**src/rtl/im2col_pkg.sv**
```systemverilog
// Shared defaults, FSM state encoding and sizing helpers for the im2col column streamer.
package im2col_pkg;

  localparam int unsigned IMG_W_DEF  = 28;
  localparam int unsigned IMG_H_DEF  = 28;
  localparam int unsigned K_DEF      = 3;
  localparam int unsigned DW_DEF     = 8;
  localparam int unsigned OUT_W_DEF  = IMG_W_DEF - K_DEF + 1;
  localparam int unsigned OUT_H_DEF  = IMG_H_DEF - K_DEF + 1;
  localparam int unsigned ADDR_W_DEF = $clog2(IMG_W_DEF * IMG_H_DEF);
  localparam int unsigned IDX_W_DEF  = $clog2(OUT_W_DEF * OUT_H_DEF);

  typedef enum logic [2:0] {
    IDLE  = 3'd0,
    FETCH = 3'd1,
    CAP   = 3'd2,
    OUT   = 3'd3,
    DONE  = 3'd4
  } state_e;

  function automatic int unsigned num_taps(input int unsigned k);
    return k * k;
  endfunction

  // Counter width that stays >= 1 even for a range of a single value.
  function automatic int unsigned cnt_w(input int unsigned n);
    return (n > 1) ? $clog2(n) : 1;
  endfunction

endpackage

```
**src/rtl/im2col_addr_gen.sv**
```systemverilog
// Window/output-position counters; produces the pixel address, tap slot and column index.
module im2col_addr_gen #(
  parameter  int unsigned IMG_W  = im2col_pkg::IMG_W_DEF,
  parameter  int unsigned IMG_H  = im2col_pkg::IMG_H_DEF,
  parameter  int unsigned K      = im2col_pkg::K_DEF,
  localparam int unsigned OUT_W  = IMG_W - K + 1,
  localparam int unsigned OUT_H  = IMG_H - K + 1,
  localparam int unsigned ADDR_W = $clog2(IMG_W * IMG_H),
  localparam int unsigned IDX_W  = $clog2(OUT_W * OUT_H),
  localparam int unsigned TAP_W  = im2col_pkg::cnt_w(K * K)
) (
  input  logic              clk,
  input  logic              reset,
  input  logic              clear,
  input  logic              tap_step,
  input  logic              col_step,
  output logic [ADDR_W-1:0] mem_addr,
  output logic [IDX_W-1:0]  col_index,
  output logic [TAP_W-1:0]  tap_idx,
  output logic              last_tap,
  output logic              last_col
);
  import im2col_pkg::*;

  localparam int unsigned KC_W = cnt_w(K);
  localparam int unsigned OX_W = cnt_w(OUT_W);
  localparam int unsigned OY_W = cnt_w(OUT_H);

  logic [KC_W-1:0] kx_q, kx_d, ky_q, ky_d;
  logic [OX_W-1:0] ox_q, ox_d;
  logic [OY_W-1:0] oy_q, oy_d;

  logic kx_end, ox_end, oy_end;

  assign kx_end   = (kx_q == KC_W'(K - 1));
  assign last_tap = kx_end && (ky_q == KC_W'(K - 1));
  assign ox_end   = (ox_q == OX_W'(OUT_W - 1));
  assign oy_end   = (oy_q == OY_W'(OUT_H - 1));
  assign last_col = ox_end && oy_end;

  always_comb begin
    kx_d = kx_q;
    ky_d = ky_q;
    ox_d = ox_q;
    oy_d = oy_q;
    if (clear) begin
      kx_d = '0;
      ky_d = '0;
      ox_d = '0;
      oy_d = '0;
    end else begin
      if (tap_step) begin
        if (kx_end) begin
          kx_d = '0;
          ky_d = last_tap ? '0 : ky_q + 1'b1;
        end else begin
          kx_d = kx_q + 1'b1;
        end
      end
      if (col_step) begin
        if (ox_end) begin
          ox_d = '0;
          oy_d = oy_end ? '0 : oy_q + 1'b1;
        end else begin
          ox_d = ox_q + 1'b1;
        end
      end
    end
  end

  always_ff @(posedge clk) begin
    if (reset) begin
      kx_q <= '0;
      ky_q <= '0;
      ox_q <= '0;
      oy_q <= '0;
    end else begin
      kx_q <= kx_d;
      ky_q <= ky_d;
      ox_q <= ox_d;
      oy_q <= oy_d;
    end
  end

  // Window origin plus in-window offset always lands inside the image since K <= IMG_W/IMG_H.
  assign mem_addr  = ADDR_W'((32'(oy_q) + 32'(ky_q)) * IMG_W + 32'(ox_q) + 32'(kx_q));
  assign col_index = IDX_W'(32'(oy_q) * OUT_W + 32'(ox_q));
  assign tap_idx   = TAP_W'(32'(ky_q) * K + 32'(kx_q));

endmodule

```
**src/rtl/im2col_patch_streamer.sv**
```systemverilog
// Fetches each KxK window from pixel memory and streams it as one column vector per handshake.
module im2col_patch_streamer #(
  parameter  int unsigned IMG_W  = im2col_pkg::IMG_W_DEF,
  parameter  int unsigned IMG_H  = im2col_pkg::IMG_H_DEF,
  parameter  int unsigned K      = im2col_pkg::K_DEF,
  parameter  int unsigned DW     = im2col_pkg::DW_DEF,
  localparam int unsigned OUT_W  = IMG_W - K + 1,
  localparam int unsigned OUT_H  = IMG_H - K + 1,
  localparam int unsigned ADDR_W = $clog2(IMG_W * IMG_H),
  localparam int unsigned IDX_W  = $clog2(OUT_W * OUT_H)
) (
  input  logic                clk,
  input  logic                reset,
  input  logic                start,
  output logic                busy,
  output logic                done,
  output logic                mem_rd_en,
  output logic [ADDR_W-1:0]   mem_addr,
  input  logic [DW-1:0]       mem_rd_data,
  output logic                col_valid,
  input  logic                col_ready,
  output logic [K*K*DW-1:0]   col_data,
  output logic [IDX_W-1:0]    col_index,
  output logic                col_last
);
  import im2col_pkg::*;

  localparam int unsigned TAPS  = num_taps(K);
  localparam int unsigned TAP_W = cnt_w(TAPS);

  // state | meaning
  // IDLE  | waiting for start
  // FETCH | one memory read per tap, K*K cycles
  // CAP   | last tap's read data lands in its slot
  // OUT   | column presented until accepted
  // DONE  | one-cycle completion pulse
  state_e state_q, state_d;

  logic             clear, tap_step, col_step;
  logic [TAP_W-1:0] tap_idx;
  logic             last_tap, last_col;

  logic               rd_pend_q, rd_pend_d;
  logic [TAP_W-1:0]   rd_slot_q, rd_slot_d;
  logic [K*K*DW-1:0]  col_data_q, col_data_d;

  im2col_addr_gen #(
    .IMG_W (IMG_W),
    .IMG_H (IMG_H),
    .K     (K)
  ) u_addr_gen (
    .clk       (clk),
    .reset     (reset),
    .clear     (clear),
    .tap_step  (tap_step),
    .col_step  (col_step),
    .mem_addr  (mem_addr),
    .col_index (col_index),
    .tap_idx   (tap_idx),
    .last_tap  (last_tap),
    .last_col  (last_col)
  );

  always_comb begin
    state_d   = state_q;
    clear     = 1'b0;
    tap_step  = 1'b0;
    col_step  = 1'b0;
    mem_rd_en = 1'b0;
    case (state_q)
      IDLE: begin
        if (start) begin
          clear   = 1'b1;
          state_d = FETCH;
        end
      end
      FETCH: begin
        mem_rd_en = 1'b1;
        tap_step  = 1'b1;
        if (last_tap) state_d = CAP;
      end
      CAP: state_d = OUT;
      OUT: begin
        if (col_ready) begin
          if (last_col) begin
            state_d = DONE;
          end else begin
            col_step = 1'b1;
            state_d  = FETCH;
          end
        end
      end
      DONE:    state_d = IDLE;
      default: state_d = IDLE;
    endcase
  end

  // Read data returns one cycle late, so the slot index travels with the strobe.
  always_comb begin
    rd_pend_d  = mem_rd_en;
    rd_slot_d  = tap_idx;
    col_data_d = col_data_q;
    if (rd_pend_q) col_data_d[int'(rd_slot_q)*DW +: DW] = mem_rd_data;
  end

  always_ff @(posedge clk) begin
    if (reset) begin
      state_q    <= IDLE;
      rd_pend_q  <= 1'b0;
      rd_slot_q  <= '0;
      col_data_q <= '0;
    end else begin
      state_q    <= state_d;
      rd_pend_q  <= rd_pend_d;
      rd_slot_q  <= rd_slot_d;
      col_data_q <= col_data_d;
    end
  end

  assign busy      = (state_q == FETCH) || (state_q == CAP) || (state_q == OUT);
  assign done      = (state_q == DONE);
  assign col_valid = (state_q == OUT);
  assign col_last  = col_valid && last_col;
  assign col_data  = col_data_q;

endmodule

```
**config.mk**
```make
export PLATFORM = sky130hd
export DESIGN_NAME = im2col_patch_streamer
export DESIGN_NICKNAME = d
export VERILOG_FILES = /design/src/rtl/im2col_pkg.sv /design/src/rtl/im2col_addr_gen.sv /design/src/rtl/im2col_patch_streamer.sv
export SDC_FILE = /design/constraint.sdc
export NUM_CORES = 1
export LEC_CHECK = 0
export BUFFER_PORTS_ARGS = -buffer_cell sky130_fd_sc_hd__buf_2
export CAP_MARGIN = 20
export CORE_ASPECT_RATIO = 0.75
export CORE_UTILIZATION = 55
export CTS_CLUSTER_SIZE = 14
export DETAILED_ROUTE_END_ITERATION = 10
export PLACE_DENSITY = 0.8
export SLEW_MARGIN = 20
export SYNTH_ARGS = -nofsm -noshare
export SYNTH_HDL_FRONTEND = slang
export SYNTH_SLANG_ARGS = --single-unit
```
**constraint.sdc**
```tcl
create_clock -name clk -period 4 [get_ports clk]
set_input_delay 0.4 -clock clk [delete_from_list [all_inputs] [get_ports clk]]
set_output_delay 0.4 -clock clk [all_outputs]
set_load 0.05 [all_outputs]
```
* After elaboration in Yosys (flattened, before gate mapping) *
Cells that the tools add are included.

storage, ports and cells
  register bits after elaboration = 94
  logic and storage cells = 60

operators by class
  reductions and logical operators = 10
  add/subtract/negate cells = 10
  shifts and indexed selects = 2
  mux-type cells = 16
  multiply operators = 3
  eq/ne operators = 11

operators by type and width
  kind                                                    number
  bitwise mux 72 bit                                      1
  variable shift 8 x 34 -> 72 bit (first input constant)  1
  indexed part select 8 x 34 -> 72 bit                    1
  negation 7 -> 34 bit                                    1
  multiplier 32 x 3 -> 8 bit (second input constant)      1
  adder 10 x 5 -> 10 bit                                  2
  2-to-1 mux 3 bit                                        4
  one-hot mux 3 bit (4 select lines)                      1
  adder 10 x 2 -> 10 bit                                  1
  adder 5 x 1 -> 5 bit (second input constant)            2
  equality test 5 bit (second input constant)             2
  2-to-1 mux 5 bit                                        2
  multiplier 5 x 4 -> 9 bit (second input constant)       1
  adder 5 x 2 -> 6 bit                                    1
  equality test 3 x 2 -> 1 bit (second input constant)    2
  2-to-1 mux 1 bit                                        6
  adder 2 x 1 -> 2 bit (second input constant)            2
  adder 4 x 2 -> 4 bit                                    1
  equality test 2 bit (second input constant)             2
  multiplier 2 x 2 -> 4 bit (second input constant)       1
  2-to-1 mux 2 bit                                        2
  inequality test 2 x 1 -> 1 bit (second input constant)  2
  AND reduction 2 bit                                     2
  equality test 3 x 1 -> 1 bit (second input constant)    1
  other kinds (7)                                         10

* Depth between registers and ports, before layout *
  depth in word-level cells = 6
  gate-level depth with buffers = 13
  gate-level depth less buffers = 13

* Modules after synthesis *
Synthesis repeated with hierarchy kept, for this count alone.

second synthesis, totals
  cell total of the unflattened synthesis = 575
  area, all modules = 5545.3 sq um

modules (own cells, without submodules)
  module                 times used  area each (sq um)  cells an instance  seq. area each (sq um)
  im2col_patch_streamer  1           3522.1             328                1601.5
  im2col_addr_gen        1           2023.2             247                280.3

* Worst setup path after synthesis *
No wires, ideal clock.

  path kind = reg2out
  from = register u_addr_gen.oy_q[0]
  to = output port mem_addr[9]
  data arrival time = 3.669 ns
  setup slack = -0.069 ns
  data required time = 3.600 ns
  stages on the path, launching flop included = 14
  cells stage by stage = dfxtp_1 ha_1 fa_1 xor2_1 inv_1 xnor2_1 ha_1 inv_1 fa_1 nand2b_1 a21oi_1 xnor2_1 nor3_1 xnor2_1

on the way
  cells in the longest elaborated chain, start to end = 4

ends and longest elaborated chain
  what                        line                         source
  start: declaration          im2col_addr_gen.sv:31        logic [OY_W-1:0] oy_q, oy_d;
  start signal: assignment    im2col_addr_gen.sv:81        oy_q <= oy_d;
  adder 5 x 2 -> 6 bit        im2col_addr_gen.sv:86        assign mem_addr = ADDR_W'((32'(oy_q) + 32'(ky_q)) * IMG_W + 32'(ox_q) + 32'(kx_q));
  multiplier 32 x 3 -> 8 bit  im2col_addr_gen.sv:86
  adder 10 x 5 -> 10 bit      im2col_addr_gen.sv:86
  adder 10 x 2 -> 10 bit      im2col_addr_gen.sv:86
  end: declaration            im2col_patch_streamer.sv:18  output logic [ADDR_W-1:0] mem_addr,

No other way between the ends.

* Worst setup path after layout *
  from = register u_addr_gen.ky_q[0]
  to = output port mem_addr[9]

on the way
  cells in the longest elaborated chain, start to end = 4

ends and longest elaborated chain
  what                        line                   source
  start: declaration          im2col_addr_gen.sv:29  logic [KC_W-1:0] kx_q, kx_d, ky_q, ky_d;
  start signal: assignment    im2col_addr_gen.sv:79  ky_q <= ky_d;
  adder 5 x 2 -> 6 bit        im2col_addr_gen.sv:86
  multiplier 32 x 3 -> 8 bit  im2col_addr_gen.sv:86
  adder 10 x 5 -> 10 bit      im2col_addr_gen.sv:86
  adder 10 x 2 -> 10 bit      im2col_addr_gen.sv:86

No other way between the ends.

==> results.cfg <==
[worst_setup_path]
cp.required_ns = 3.60
end_kind = output pin
startpoint = u_addr_gen.ky_q[0]
crit_type = reg -> out
critPathLaunchType = register
timing.rr.start = rd_slot_q[0]
crit_path_max_fanout = 3
cp.arrival_ns = 3.62

[yosys]
yosysUniqueCellTypes = 46
synth_xor_xnor_area_share_pct = 6.31
synth-seq-area-share_pct = 36.7
yosys.area_share.simple_pct = 22.0
postSynthAreaPerCell_um2 = 8.60
synth_top_family_by_area = simple AND/OR/NAND/NOR gates
syn-num-nets = 662
yosysWarnings = 0
synth_top_flop_cell = dfxtp_1
synth_edf_count = 0
syn_area_mm2 = 0.00513
syn_inst = 597
synthAdderAreaFrac_pct = 14.4
synth-seq-cells = 94
ys_async_sr_fraction_pct = 0
synthMuxAreaShare_pct = 6.43
synth_compound_area_share_pct = 8.48

[final_layout]
final_util_pct = 68.7
area.growth.synth_to_final_pct = 21.0
mostFrequentLayoutCells = buf_2 (105), dfxtp_1 (91), nor2_1 (71)
num-fill-cells = 709
num_antenna_cells = 0
final_nets = 760
drive_gt1_share_pct = 23.6
final_common_cell = buf_2

[clock_tree]
cts_tree = built
clkLatencyLatePin_ns = 0.34
clkTransAtPathRegs_ns = 0.07
ctsLongestPathBuffers = 2
cts_buffers = 9
cts_root_buffer = clkbuf_16
h-tree-depth = 3
cts-hold-fix-buffers = 0
clock_sinks = 94

[global_route]
grt_usage_pct = 25.6
grt_start_max_net_pins = 81
antenna_found_initial = 0
grt_first_pass_wirelength_mm = 19.8
overflow = 0
grt_pass1_vias = 4146

[routing]
vias = 4444
ant_nets = 0
avgRoutedWirePerCell_um = 15.0
firstDrtPassIters = 7
wirelength_mm = 12.4
drt_iter0_drc = 306
via_per_inst = 5.37
drcViolationCount = 0

[sta]
skew_ns = 0.00799
rsz0062_at_grt = true
drv_slew = 0
fin_tns_setup_ns = -0.0151
fmax_mhz = 249
period_share_pct = 100
finalCriticalPeriod_ns = 4.02
hold_viol = 0
worst_slack_ns = -0.0151
setup_viol = 1
slew_headroom_pct = 47.6
worst_slew_pin_slew_ns = 0.786
whs_ns = 0.412

[die]
core_area_mm2 = 0.00905
start_util_pct = 56.7
boundaryPins = 109
die_h_um = 85.7
die-area_mm2 = 0.00973
core.rowCount = 30
die_x_um = 114

[outcome]
failed_checks = setup timing
outcome = finished, violations left

[min_path]
hold_class = in -> reg
min-delay-start = mem_rd_data[7]

[power]
worst_ir_drop_vdd_mv = 0.229
p_leak_nw = 3.00
powerDensity_mw_per_mm2 = 303

[run]
maxCapViolCount = 0

[placement]
hpwl_mm = 8.91
io_buffers = 108
place.gp.congestion = 0.848
## Yosys cell counts, types with 2 or more instances
cell type | n | area (um2)
inv_1 | 42 | 158
o21ai_0 | 5 | 25.0
nand4b_1 | 2 | 17.5
nand3_2 | 2 | 20.0
nor2_1 | 71 | 267
nor2b_1 | 8 | 50.1
a211oi_1 | 4 | 30.0
nand2b_1 | 17 | 106
buf_4 | 2 | 15.0
nand2_1 | 46 | 173
xnor2_1 | 27 | 236
and3_1 | 7 | 43.8
a21o_1 | 2 | 15.0
and2_1 | 2 | 12.5
clkbuf_1 | 17 | 63.8
a2111oi_0 | 2 | 17.5
dfxtp_1 | 94 | 1880
nor3_1 | 10 | 50.1
nand2_2 | 3 | 18.8
ha_1 | 43 | 538
xor2_1 | 10 | 87.6
mux2i_1 | 33 | 330
nand3b_1 | 2 | 15.0
a21oi_1 | 56 | 280
nand3_1 | 51 | 255
o21bai_1 | 2 | 15.0
fa_1 | 10 | 200
buf_2 | 9 | 45.0
## area by class of cell
cell class	count	area [um2]	share of cell area (%)
inverter	42	158	2.54
sequential	94	1890	30.4
timing repair buffer	117	623	10.0
clock buffer	11	243	3.91
multi-input combinational	431	3110	50.1
tap	128	160	2.58
clock inverter	4	31.3	0.504
## power by group
group	switching [W]	internal, W
combinational	0.000101	0.0000346
clock	0.000353	0.000437
sequential	0.0000129	0.000945
## path summary, 6_finish.rpt
kind                        to  slack [ns]  cells after the start
setup / recovery   mem_addr[9]       -0.02                     13
hold / removal    col_data[31]        0.41                      3
setup reg to reg   col_data[6]        1.46                      6
hold reg to reg   col_data[24]        0.45                      2
## state kept, by name, summed over array words and instances, names as in the netlist
signal,cells
col_data,72
u_addr_gen.ox_q,5
u_addr_gen.oy_q,5
rd_slot_q,4
state_q,3
u_addr_gen.kx_q,2
u_addr_gen.ky_q,2
rd_pend_q,1
## critical path: stages (launching register included)
cell and delay (ns):
dfxtp_1 0.33, ha_4 0.17, fa_2 0.40, xor2_4 0.18, fa_1 0.54, ha_2 0.19, inv_2 0.05, fa_2 0.38
xor2_4 0.18, nor3_4 0.15, o31ai_4 0.10, nor3_2 0.27, xnor2_2 0.15, buf_6 0.17
## per-stage QoR
step	total power (W)	worst slack (ns)	instances	area [um2]
2_1_floorplan	0.00108	0.0425	597	5150
3_3_place_gp	0.00111	0.156	808	5750
3_5_place_dp	0.00111	-0.0286	808	5750
4_1_cts	0.00189	0.00106	824	6080
5_1_grt	0.00194	-0.127	827	6210
6_report	0.00188	-0.0151	827	6210
## logic make-up after synthesis
group	count (synthesis)
mux	33
flops	94
xor+xnor	37
compound gates	77
simple gates	231
buf+inv	72
fa+ha+maj	53
## layer usage
layer	vias to the layer above	share of wire (%)	global-route usage, %
met5	-	0	0
met3	12	5.8	6.29
met4	0	1.1	6.82
met2	140	46	39.7
li1	2191	-	-
met1	2101	47	35.8
## timing repair
action	in CTS	in global routing
endpoints found under the setup margin	4	4
pin swaps	4	3
gates cloned	0	0
resized for setup	12	21
setup buffers	1	3
Note: power is estimated with default switching activity, not from simulation.
